===== src/rtl/producer2riscv.sv =====
`default_nettype none
// ============================================================================
// Module   : producer2riscv
// Purpose  : Circular FIFO that buffers a producer stream for a RISC-V pop port.
// Revision : 1.0
// ============================================================================
module producer2riscv #(
  parameter int DATA_WIDTH = 32,
  parameter int DEPTH      = 4,
  parameter int ADDR_WIDTH = 2
) (
  input  logic                  clk,
  input  logic                  reset,
  input  logic [DATA_WIDTH-1:0] din,
  input  logic                  val_in,
  output logic                  ready_upward,
  input  logic                  rd_req,
  output logic [DATA_WIDTH-1:0] rd_data,
  output logic                  rd_valid,
  output logic                  rd_err,
  output logic [ADDR_WIDTH:0]   count,
  output logic                  empty,
  output logic                  full
);

  localparam logic [ADDR_WIDTH:0] c_depth = DEPTH[ADDR_WIDTH:0];

  logic [DATA_WIDTH-1:0] r_mem [DEPTH];
  logic [ADDR_WIDTH-1:0] r_wr_ptr;
  logic [ADDR_WIDTH-1:0] r_rd_ptr;
  logic [ADDR_WIDTH:0]   r_count;
  logic [DATA_WIDTH-1:0] r_rd_data;
  logic                  r_rd_valid;
  logic                  r_rd_err;

  logic w_empty;
  logic w_full;
  logic w_ready;
  logic w_wr_en;
  logic w_rd_en;
  logic w_underflow;

  always_comb begin
    w_empty     = (r_count == '0);
    w_full      = (r_count == c_depth);
    w_ready     = !w_full && !reset;
    w_wr_en     = val_in && w_ready;
    // A pop on an empty FIFO never sees a same-cycle write: no bypass path.
    w_rd_en     = rd_req && !w_empty;
    w_underflow = rd_req && w_empty;
  end

  // Storage is deliberately not reset; stale words are unreachable after reset.
  always_ff @(posedge clk) begin
    if (w_wr_en) begin
      r_mem[r_wr_ptr] <= din;
    end
  end

  always_ff @(posedge clk) begin
    if (reset) begin
      r_wr_ptr   <= '0;
      r_rd_ptr   <= '0;
      r_count    <= '0;
      r_rd_data  <= '0;
      r_rd_valid <= 1'b0;
      r_rd_err   <= 1'b0;
    end else begin
      r_rd_valid <= w_rd_en;
      r_rd_err   <= w_underflow;
      if (w_wr_en) begin
        r_wr_ptr <= r_wr_ptr + 1'b1;
      end
      if (w_rd_en) begin
        r_rd_data <= r_mem[r_rd_ptr];
        r_rd_ptr  <= r_rd_ptr + 1'b1;
      end
      if (w_wr_en && !w_rd_en) begin
        r_count <= r_count + 1'b1;
      end else if (w_rd_en && !w_wr_en) begin
        r_count <= r_count - 1'b1;
      end
    end
  end

  assign ready_upward = w_ready;
  assign rd_data      = r_rd_data;
  assign rd_valid     = r_rd_valid;
  assign rd_err       = r_rd_err;
  assign count        = r_count;
  assign empty        = w_empty;
  assign full         = w_full;

endmodule
`default_nettype wire


===== config.mk =====
export PLATFORM = sky130hd
export DESIGN_NAME = producer2riscv
export DESIGN_NICKNAME = d
export VERILOG_FILES = /design/src/rtl/producer2riscv.sv
export SDC_FILE = /design/constraint.sdc
export NUM_CORES = 1
export LEC_CHECK = 0
export BUFFER_PORTS_ARGS = -buffer_cell sky130_fd_sc_hd__buf_2
export CAP_MARGIN = 5
export CORE_UTILIZATION = 40
export DETAILED_ROUTE_END_ITERATION = 10
export SLEW_MARGIN = 20
export SYNTH_ARGS = -nofsm -noshare
export SYNTH_HDL_FRONTEND = slang
export SYNTH_SLANG_ARGS = --single-unit

===== constraint.sdc =====
create_clock -name clk -period 4.13 [get_ports clk]
set_input_delay 0.2065 -clock clk [delete_from_list [all_inputs] [get_ports clk]]
set_output_delay 0.2065 -clock clk [all_outputs]
set_load 0.02 [all_outputs]

==> out/results.ini <==
[die]
chipWidth_um = 126.0
die_y_um = 126.0
start_util_pct = 41.69
dieArea_um2 = 15880
rows = 44
core_region_area_um2 = 14750
io_pins = 76

[global_routing]
track_usage_pct = 14.86
grt_max_degree = 34
grt-ovfl-total = 0
antenna_found_initial = 0
grt_pass1_vias = 3176
grt_pass1_wl_mm = 17.17

[cts]
cts_htree_levels = 4
cts-buffers-inserted = 17
clk_pin_slew_ns = 0.07
holdBufCountCts = 25
cts_sinks = 169
post-cts-setup-buffer-count = 0
cts_resized = 0
clock_path_buffers = 2
cts_root_buffer = clkbuf_16
cts_tree = built
clock_latency_ns = 0.42

[timing]
fin_tns_setup_ns = 0
setup_viol = 0
fin_crit_ns = 2.404
rsz0062_at_grt = false
max_freq_ghz = 0.4160
setup_slack_ns = 1.726
slew_headroom_pct = 38.06
fin_skew_ns = 0.009459
hold_violations = 0
worst_pin_slew_ns = 0.9290
slew_violations = 0
finalCritPeriodShare_pct = 58.20

[yosys]
avgSynthCellArea_um2 = 21.36
ys_types = 28
yosys.area.top_type = edfxtp_1
synthCells = 288
syn_area_um2 = 6151
yosys_warnings = 0
synth_edf_count = 128
yosys_most_used_dff = edfxtp_1
synth_most_common_cell = edfxtp_1
synth_common_cells = edfxtp_1 (128), dfxtp_1 (41), a22o_1 (32)
async_flop_share_pct = 0
ys_ff_latch = 169
syn_nets = 330
synthTopCellsByArea = edfxtp_1 (62%), dfxtp_1 (13%), mux4_2 (11%), a22o_1 (4.6%), buf_6 (1.5%)
seq_area_frac_synth_pct = 75.83
synth_top_area_share_pct = 62.49

[setup_path]
r2r_end = count[2]
crit_fanout = 7
cp_top_family = simple AND/OR/NAND/NOR gates
path_buf_inv = 1
r2r_slack_ns = 1.73
crit_type = register to register
crit_chain = nor3b_2, nor3b_4, ha_1, inv_1, fa_1, xor2_1, or3_1, a21oi_1
end_kind = register
r2r_start = count[0]
worstPathRequired_ns = 4.48
r2r_cells = 8
worst_ep_arrival_time_ns = 2.76
cp-start-kind = register
slowest_delay_ns = 0.56
critPathSlowestCell = dfxtp_1

[min_path]
whs_endpoint = r_mem[0][26]
hold_path.class = primary input to register
hp-start = din[26]
hold_depth = 1

[power]
clkPwrFrac_pct = 33.3
power.total_mw = 4.702
p_per_area_nw_per_um2 = 628.9
p_int_mw = 3.461
ir_drop_mv = 0.3234
switchingPower_mw = 1.242
seqPwrFrac_pct = 47.6
p_comb_share_pct = 19.1
switching_share_pct = 26.40
leakage_nw = 2.693

[detailed_routing]
postRouteAntennaNets = 0
vias = 2972
wl_per_cell_um = 18.08
vias_per_cell = 5.037
drc_errors = 0
drt_iter0_markers = 209
dr.pass1.iters = 4
drt_wl_total_mm = 10.67

[placed_design]
dpl.cell_count = 533
gp_congestion = 0.6776
port_buffers = 75
dp_hpwl_mm = 6.031
pre_cts_ws_ns = 1.722

[status]
run_status = finished, final reports clean

[final_layout]
postLayoutCoreUtil_pct = 50.68
drive_gt1_share_pct = 36.21
area_growth_syn_to_layout_pct = 21.56
final_nets = 435
diodes = 0
fill_cells = 1210
final_cells = 590

[flow_run]
max_cap_viol_count = 0

-- worst max path at each step --
stage,cells after the start,start,endpoint,slack (ns)
after floorplan,8,count[0],count[2],1.74
final,8,count[0],count[2],1.73
after global placement,8,count[0],count[2],1.87
after detailed placement,8,count[0],count[2],1.72
after global routing,8,count[0],count[2],1.57
after CTS,8,count[0],count[2],1.73
-- cell type report --
type | instances | area, um^2 | area share, %
clock inverters | 10 | 127.6 | 1.707
clock buffers | 22 | 454.2 | 6.074
repair buffers | 102 | 640.6 | 8.568
inverters | 4 | 15.01 | 0.2008
flip-flops and latches | 169 | 4667 | 62.42
multi-input cells | 99 | 1343 | 17.96
well taps | 184 | 230.2 | 3.079
-- metrics by stage --
stage,area [um^2],hold slack [ns]
2_1_floorplan,6151,0.3054
3_3_place_gp,6645,0.4188
3_5_place_dp,6645,0.4216
4_1_cts,7477,0.003181
5_1_grt,7477,0.004039
6_report,7477,0.01827
-- routing by layer --
metal  part of all wire [%]  global-route usage (%)
met5                      0                       0
met4                    1.9                   6.945
met3                    4.1                   4.503
met2                     51                   24.21
met1                     43                   18.22
-- power groups by stage --
stage                     combinational (mW)  sequential (mW)  clock, mW
final                                  0.900             2.24       1.57
after detailed placement               0.897             2.28          0
after global routing                   0.973             2.27       1.66
after CTS                              0.918             2.25       1.60
after global placement                 0.890             2.27          0
after floorplan                        0.634             2.30          0
-- state kept, by name, indices dropped and copies added, names as in the netlist --
name and count:
r_mem 128, rd_err 1, count 3, r_rd_ptr 2, r_wr_ptr 2, rd_valid 1, rd_data 32
-- cell usage in the layout, fill, tap and decap left out, types with 3 or more instances in the layout --
cell,instances
mux4_2,29
dfxtp_1,39
inv_1,4
clkbuf_16,17
mux4_1,3
nor2_1,6
buf_2,75
clkbuf_1,4
clkinv_2,6
bufinv_16,3
xor2_1,4
and2_2,4
edfxtp_1,128
dlygate4sd3_1,25
a22o_1,32
ha_1,5
-- kinds of logic after synthesis --
| group | Yosys count | share of synthesized area, % |
|---|---|---|
| XOR/XNOR | 4 | 0.5695 |
| adder cells (fa/ha/maj) | 6 | 1.343 |
| flip-flops | 169 | 75.83 |
| buffers and inverters | 20 | 2.421 |
| AO/OA/AOI/OAI | 36 | 5.207 |
| AND/OR/NAND/NOR | 18 | 2.156 |
| multiplexers | 35 | 12.47 |
No activity file was read; power rests on OpenSTA's default activity.
